<file path="src/rtl/sprite_pkg.sv">
// Shared types and constants for the sprite fetch scheduler.
package sprite_pkg;

  localparam int SPR_W = 16;
  localparam int SPR_H = 16;

  typedef logic [23:0] rgb_t;

  typedef enum logic [2:0] {
    IDLE,
    CHK0,
    FET0,
    DRN0,
    CHK1,
    FET1,
    DRN1,
    SWAP
  } fetch_state_t;

  // Magenta is the colour key used by the sprite art.
  localparam rgb_t TRANSP_KEY_DEF = 24'hFF00FF;

endpackage

</file>
<file path="src/rtl/sprite_line_buf.sv">
// One 16-pixel sprite row: a synchronous write port and an async read port.
// No reset: contents are only trusted once the matching row_ok bit is set.
module sprite_line_buf
  import sprite_pkg::*;
(
  input  logic        Clk,
  input  logic        we,
  input  logic [3:0]  waddr,
  input  logic [23:0] wdata,
  input  logic [3:0]  raddr,
  output logic [23:0] rdata
);

  rgb_t mem [SPR_W];

  // Write one pixel per cycle as ROM words return.
  always_ff @(posedge Clk) begin
    if (we) mem[waddr] <= wdata;
  end

  assign rdata = mem[raddr];

endmodule

</file>
<file path="src/rtl/sprite_fetch_scheduler.sv">
// Shares a single-port sprite ROM between two characters. Each horizontal blank
// prefetches the next scanline's row of both characters into a shadow bank of
// line buffers, which is swapped in once both rows are complete. During active
// video the active bank is read per pixel to produce RGB and coverage.
// Optional build macro: TRANSPARENCY_EN makes pixels equal to TRANSP_KEY see-through.
module sprite_fetch_scheduler
  import sprite_pkg::*;
#(
  parameter int ROM_LAT = 1
`ifdef TRANSPARENCY_EN
  ,
  parameter logic [23:0] TRANSP_KEY = TRANSP_KEY_DEF
`endif
) (
  input  logic        Clk,
  input  logic        Reset_n,
  input  logic        line_start,
  input  logic [9:0]  next_y,
  input  logic [9:0]  SpriteX0,
  input  logic [9:0]  SpriteX1,
  input  logic [9:0]  SpriteY0,
  input  logic [9:0]  SpriteY1,
  input  logic [3:0]  FrameSel0,
  input  logic [3:0]  FrameSel1,
  output logic        rom_rd,
  output logic [11:0] rom_addr,
  input  logic [23:0] rom_data,
  input  logic        de,
  input  logic [9:0]  DrawX,
  output logic [23:0] pix_rgb,
  output logic        pix_valid,
  output logic [1:0]  sprite_hit,
  output logic        busy,
  output logic        overrun
);

  fetch_state_t state, state_nxt;

  logic [3:0]       cnt;          // column during FETn, drain count during DRNn
  logic [9:0]       lat_y;
  logic [1:0][9:0]  lat_x, lat_sy, disp_x;
  logic [1:0][3:0]  lat_f;
  logic [1:0][1:0]  row_ok;       // [bank][sprite]
  logic             bank_sel;     // active (display) bank
  logic             shadow_bank;
  logic             de_q;

  logic             cur_spr;
  logic [9:0]       row;
  logic             row_hit;
  logic             chk_st;
  logic             abort_ovr;
  logic             flush;
  logic             swap_en;

  // ROM return tracking: stage k holds the read issued k cycles ago.
  logic [ROM_LAT:1]      vld_pipe;
  logic [ROM_LAT:1]      spr_pipe;
  logic [ROM_LAT:1][3:0] col_pipe;
  logic                  wr_en;
  logic                  wr_spr;
  logic [3:0]            wr_col;

  logic [1:0][1:0][23:0] lb_rd;   // [bank][sprite]
  logic [1:0][9:0]       off;
  logic [1:0]            hit;
  logic [1:0]            opaque;
  logic [1:0][23:0]      pix;

  // Fetch-side combinational terms shared by next-state and output logic.
  always_comb begin
    cur_spr     = (state == CHK1) || (state == FET1) || (state == DRN1);
    row         = lat_y - lat_sy[cur_spr];
    row_hit     = (row < 10'(SPR_H));
    chk_st      = (state == CHK0) || (state == CHK1);
    shadow_bank = ~bank_sel;
    // line_start beats a simultaneous de rise, so no overrun in that case.
    abort_ovr   = (state != IDLE) && de && !de_q && !line_start;
    flush       = line_start || abort_ovr;
    swap_en     = (state == SWAP) && !flush;
  end

  // Fetch state register.
  always_ff @(posedge Clk or negedge Reset_n) begin
    if (!Reset_n) state <= IDLE;
    else          state <= state_nxt;
  end

  // Next-state: restarts and aborts override the normal sequence.
  always_comb begin
    state_nxt = state;
    if (line_start) begin
      state_nxt = CHK0;
    end else if (abort_ovr) begin
      state_nxt = IDLE;
    end else begin
      unique case (state)
        IDLE: state_nxt = IDLE;
        CHK0: state_nxt = row_hit ? FET0 : CHK1;
        FET0: if (cnt == 4'd15) state_nxt = DRN0;
        DRN0: if (cnt == 4'(ROM_LAT - 1)) state_nxt = CHK1;
        CHK1: state_nxt = row_hit ? FET1 : SWAP;
        FET1: if (cnt == 4'd15) state_nxt = DRN1;
        DRN1: if (cnt == 4'(ROM_LAT - 1)) state_nxt = SWAP;
        SWAP: state_nxt = IDLE;
        default: state_nxt = IDLE;
      endcase
    end
  end

  // Fetch outputs; address is held at zero when no read is issued.
  always_comb begin
    busy     = (state != IDLE);
    rom_rd   = (state == FET0) || (state == FET1);
    rom_addr = '0;
    if (rom_rd) rom_addr = {lat_f[cur_spr], row[3:0], cnt};
  end

  // Per-state cycle counter, cleared whenever the state changes.
  always_ff @(posedge Clk or negedge Reset_n) begin
    if (!Reset_n)                cnt <= '0;
    else if (state_nxt != state) cnt <= '0;
    else                         cnt <= cnt + 4'd1;
  end

  // Line parameters, bank bookkeeping and the overrun pulse.
  always_ff @(posedge Clk or negedge Reset_n) begin
    if (!Reset_n) begin
      lat_y    <= '0;
      lat_x    <= '0;
      lat_sy   <= '0;
      lat_f    <= '0;
      disp_x   <= '0;
      row_ok   <= '0;
      bank_sel <= 1'b0;
      de_q     <= 1'b0;
      overrun  <= 1'b0;
    end else begin
      de_q    <= de;
      overrun <= abort_ovr;
      if (line_start) begin
        lat_y  <= next_y;
        lat_x  <= {SpriteX1, SpriteX0};
        lat_sy <= {SpriteY1, SpriteY0};
        lat_f  <= {FrameSel1, FrameSel0};
      end
      if (chk_st) row_ok[shadow_bank][cur_spr] <= row_hit;
      if (swap_en) begin
        bank_sel <= ~bank_sel;
        disp_x   <= lat_x;
      end
      // Blank the whole line: the shown bank belongs to the previous scanline.
      if (abort_ovr) row_ok[bank_sel] <= 2'b00;
    end
  end

  // Read-valid shift register; aborted reads are dropped in flight.
  always_ff @(posedge Clk or negedge Reset_n) begin
    if (!Reset_n) begin
      vld_pipe <= '0;
    end else begin
      vld_pipe[1] <= rom_rd && !flush;
      for (int k = 2; k <= ROM_LAT; k++) vld_pipe[k] <= vld_pipe[k-1] && !flush;
    end
  end

  // Sprite/column tags travelling alongside the valid bits.
  always_ff @(posedge Clk) begin
    spr_pipe[1] <= cur_spr;
    col_pipe[1] <= cnt;
    for (int k = 2; k <= ROM_LAT; k++) begin
      spr_pipe[k] <= spr_pipe[k-1];
      col_pipe[k] <= col_pipe[k-1];
    end
  end

  assign wr_en  = vld_pipe[ROM_LAT];
  assign wr_spr = spr_pipe[ROM_LAT];
  assign wr_col = col_pipe[ROM_LAT];

  // Line buffers: instance i serves bank i/2, sprite i%2. Writes only ever
  // target the shadow bank; the display only ever reads the active bank.
  for (genvar i = 0; i < 4; i++) begin : g_lb
    localparam int B = i / 2;
    localparam int S = i % 2;
    sprite_line_buf u_lb (
      .Clk   (Clk),
      .we    (wr_en && (wr_spr == 1'(S)) && (shadow_bank == 1'(B))),
      .waddr (wr_col),
      .wdata (rom_data),
      .raddr (off[S][3:0]),
      .rdata (lb_rd[B][S])
    );
  end

  // Display coverage and opacity for the current DrawX.
  always_comb begin
    off    = '0;
    hit    = '0;
    opaque = '0;
    pix    = '0;
    for (int n = 0; n < 2; n++) begin
      off[n] = DrawX - disp_x[n];
      hit[n] = de && row_ok[bank_sel][n] && (off[n] < 10'(SPR_W)) && !abort_ovr;
      pix[n] = lb_rd[bank_sel][n];
`ifdef TRANSPARENCY_EN
      opaque[n] = hit[n] && (pix[n] != TRANSP_KEY);
`else
      opaque[n] = hit[n];
`endif
    end
  end

  // Registered pixel outputs; sprite 0 wins when both are opaque.
  always_ff @(posedge Clk or negedge Reset_n) begin
    if (!Reset_n) begin
      pix_rgb    <= '0;
      pix_valid  <= 1'b0;
      sprite_hit <= '0;
    end else begin
      if (opaque[0])      pix_rgb <= pix[0];
      else if (opaque[1]) pix_rgb <= pix[1];
      else                pix_rgb <= '0;
      pix_valid  <= |opaque;
      sprite_hit <= hit;
    end
  end

endmodule

</file>
<file path="config.mk">
export PLATFORM = sky130hd
export DESIGN_NAME = sprite_fetch_scheduler
export DESIGN_NICKNAME = d
export VERILOG_FILES = /design/src/rtl/sprite_pkg.sv /design/src/rtl/sprite_line_buf.sv /design/src/rtl/sprite_fetch_scheduler.sv
export SDC_FILE = /design/constraint.sdc
export NUM_CORES = 1
export LEC_CHECK = 0
export BUFFER_PORTS_ARGS = -buffer_cell sky130_fd_sc_hd__buf_2
export CORE_AREA = 4 4 334 336
export CTS_CLUSTER_DIAMETER = 100
export CTS_CLUSTER_SIZE = 14
export DETAILED_ROUTE_END_ITERATION = 7
export DIE_AREA = 0 0 338 340
export PLACE_DENSITY = 0.83
export SKIP_CTS_REPAIR_TIMING = 1
export SYNTH_ARGS = -nofsm -noshare
export SYNTH_HDL_FRONTEND = slang
export SYNTH_HIERARCHICAL = 1
export SYNTH_SLANG_ARGS = --single-unit
</file>
<file path="constraint.sdc">
create_clock -name Clk -period 10.7 [get_ports Clk]
set_input_delay 1.07 -clock Clk [delete_from_list [all_inputs] [get_ports Clk]]
set_output_delay 1.07 -clock Clk [all_outputs]
set_load 0.05 [all_outputs]
</file>
==> impl_metrics.yaml <==
global_route:
  antenna_found_initial: 7
  grt_pass1_vias: 33700
  grt_usage_pct: 29.8
  grt_overflow: 0
  grt_first_pass_wirelength_mm: 243
  grt_max_degree: 95
finish:
  layoutNonFillerInstCount: 4807
  final_nets: 3426
  area_growth_pct: 10.8
  fin_area_sq_um: 71500
  fill_cells: 6455
  drive_gt1_share_pct: 28.9
detailed_routing:
  vias: 33500
  drcViolationCount: 0
  viasPerCell: 6.96
  drt-wirelength-per-cell_um: 34.9
  ant_nets: 0
  wl_mm: 168
  first_pass_iters: 5
  dr.first_iter.drc_count: 5576
synthesis:
  synth_top_area_share_pct: 71.4
  seq_area_frac_synth_pct: 76.2
  synth_warnings: 6
  synth_top_cell_by_area: "edfxtp_1"
  avgSynthCellArea_sq_um: 21.1
  synth_most_common_cell: "edfxtp_1"
  syn_inst: 3059
  synth_enable_flop_cells: 1536
  synth_flop_cell: "edfxtp_1"
  yosys-top-cells-area: "edfxtp_1 (71%), mux4_2 (13%), dfrtp_1 (4.6%)"
  async_flop_share_pct: 7.22
  synth_common_cells: "edfxtp_1 (1,536), mux4_2 (384), a22oi_1 (195)"
  ys_ff_latch: 1661
  synth_fp_nets: 3187
  ys_types: 63
  syn_area_sq_um: 64600
cts:
  cts_made_buffers: 137
  clkTransAtPathRegs_ps: 70
  cts_tree: "done"
  cts_sinks: 1661
  clock_path_buffers: 3
  ctsHtreeMaxLevel: 4
  root_buffer: "clkbuf_16"
  clk_latency_ps: 780
die:
  start_util_pct: 59.5
  dieArea_sq_um: 115000
  die_h_um: 340
  row_count: 121
  die_w_um: 338
  io_pins: 138
  fp.coreArea_sq_um: 109000
critical_path:
  cp-end-kind: "register"
  arrival_ps: 5330
  required_ps: 11260
  path_max_fanout: 75
  path_class: "in -> reg"
  start_kind: "input port"
place:
  dp_cells: 4573
  place_hpwl_mm: 90.4
  place_congestion: 0.828
  post-place-ws_ps: 5360
  portBuffers: 137
  dpl_cell_area_sq_um: 67500
sta:
  setup_slack_ps: 5930
  slew_headroom_pct: 4.25
  timing.final.hold_violations: 0
  min_period_over_period_pct: 44.6
  tightest_slew_ps: 1440
  slew_viol_final: 0
  max_freq_ghz: 0.210
  setup-tns-final_ps: 0
  finalSetupViolations: 0
  rsz0062_at_grt: "false"
  finalCriticalPeriod_ps: 4770
  finClkSkew_ps: 47.9
power_and_ir_drop:
  worst_ir_drop_vdd_mv: 0.199
  leakage_nw: 23.5
  p_per_area_nw_per_um2: 255
job:
  drv_cap: 0
outcome:
  status: "finished, final reports clean"
min_path:
  hold_class: "in -> async"
==> layout by cell type, fill, tap and decap left out, types with 52 or more instances in the layout <==
cell / count
dfrtp_1: 119
buf_2: 136
clkbuf_16: 138
clkbuf_1: 76
nor2_2: 52
a22oi_1: 195
mux4_2: 384
mux2_2: 87
edfxtp_1: 1536
mux2i_1: 61
nand2_1: 151
buf_4: 121
==> logic make-up (layout without fill, tap and decap cells) <==
| logic type | after synthesis | in the layout | share of synthesized area [%] |
|---|---|---|---|
| buf+inv | 197 | 527 | 1.48 |
| fa+ha+maj | 32 | 32 | 0.655 |
| compound gates | 288 | 288 | 3.19 |
| flops | 1661 | 1661 | 76.2 |
| mux | 532 | 532 | 15.9 |
| xor+xnor | 17 | 17 | 0.231 |
| other cells | 0 | 4 | 0 |
| simple gates | 332 | 332 | 2.37 |
==> worst max-delay path: stages <==
cell	delay, ps
buf_2	80
inv_1	70
ha_1	220
fa_1	620
inv_8	480
buf_4	610
mux4_2	390
a22oi_1	350
nand2_1	300
mux2i_1	790
mux2i_1	230
==> metal layers <==
| layer | part of all wire [%] | track usage, % |
|---|---|---|
| met1 | 34 | 41.3 |
| met2 | 49 | 47.1 |
| met3 | 13 | 6.24 |
| met4 | 4.7 | 12.1 |
| met5 | 0 | 0 |
==> path summary, 6_finish.rpt <==
| path | from | end | slack, ps | cells past startpoint |
|---|---|---|---|---|
| worst max-delay path | DrawX[0] | pix_rgb[23] | 5930 | 11 |
| worst min-delay path | Reset_n | lat_sy[8] | 370 | 1 |
| worst max register to register | disp_x[0] | pix_rgb[23] | 5940 | 9 |
| worst min register to register | cnt[1] | col_pipe[1] | 450 | 0 |
| max in group asynchronous | Reset_n | bank_sel | 8910 | 2 |
| min in group Clk | cnt[1] | col_pipe[1] | 450 | 0 |
==> final cells by class <==
cell class	instances	area [sq um]	share of cell area (%)
sequential	1661	49200	68.8
timing repair buffer	260	1640	2.29
antenna	4	10.0	0.0140
inverter	37	169	0.236
tap	1414	1770	2.47
clock buffer	214	3740	5.23
clock inverter	16	308	0.430
multi-input combinational	1201	14700	20.5
==> through the flow <==
stage          hold WS [ps]  power (mW)  utilization, %
3_3_place_gp            443        13.2            62.2
3_5_place_dp            422        13.4            62.2
2_1_floorplan           392        11.1               -
6_report                374        18.2            65.9
5_1_grt                 417        18.8            65.9
4_1_cts                 351        18.2            65.9
==> state kept, by name, summed over array words and instances (netlist names), 8 cells and up <==
| register | cells |
|---|---|
| disp_x | 20 |
| lat_f | 8 |
| lat_y | 10 |
| lat_x | 20 |
| pix_rgb | 24 |
| g_lb.u_lb/mem | 1536 |
| lat_sy | 20 |
==> power breakdown <==
group / switching [mW] / total, mW / internal [mW]
registers: 0.0797 / 7.27 / 7.19
clock network: 2.31 / 4.76 / 2.45
logic: 3.99 / 6.18 / 2.19
total: 6.39 / 18.2 / 11.8
Power figures use the tool's default switching activity.
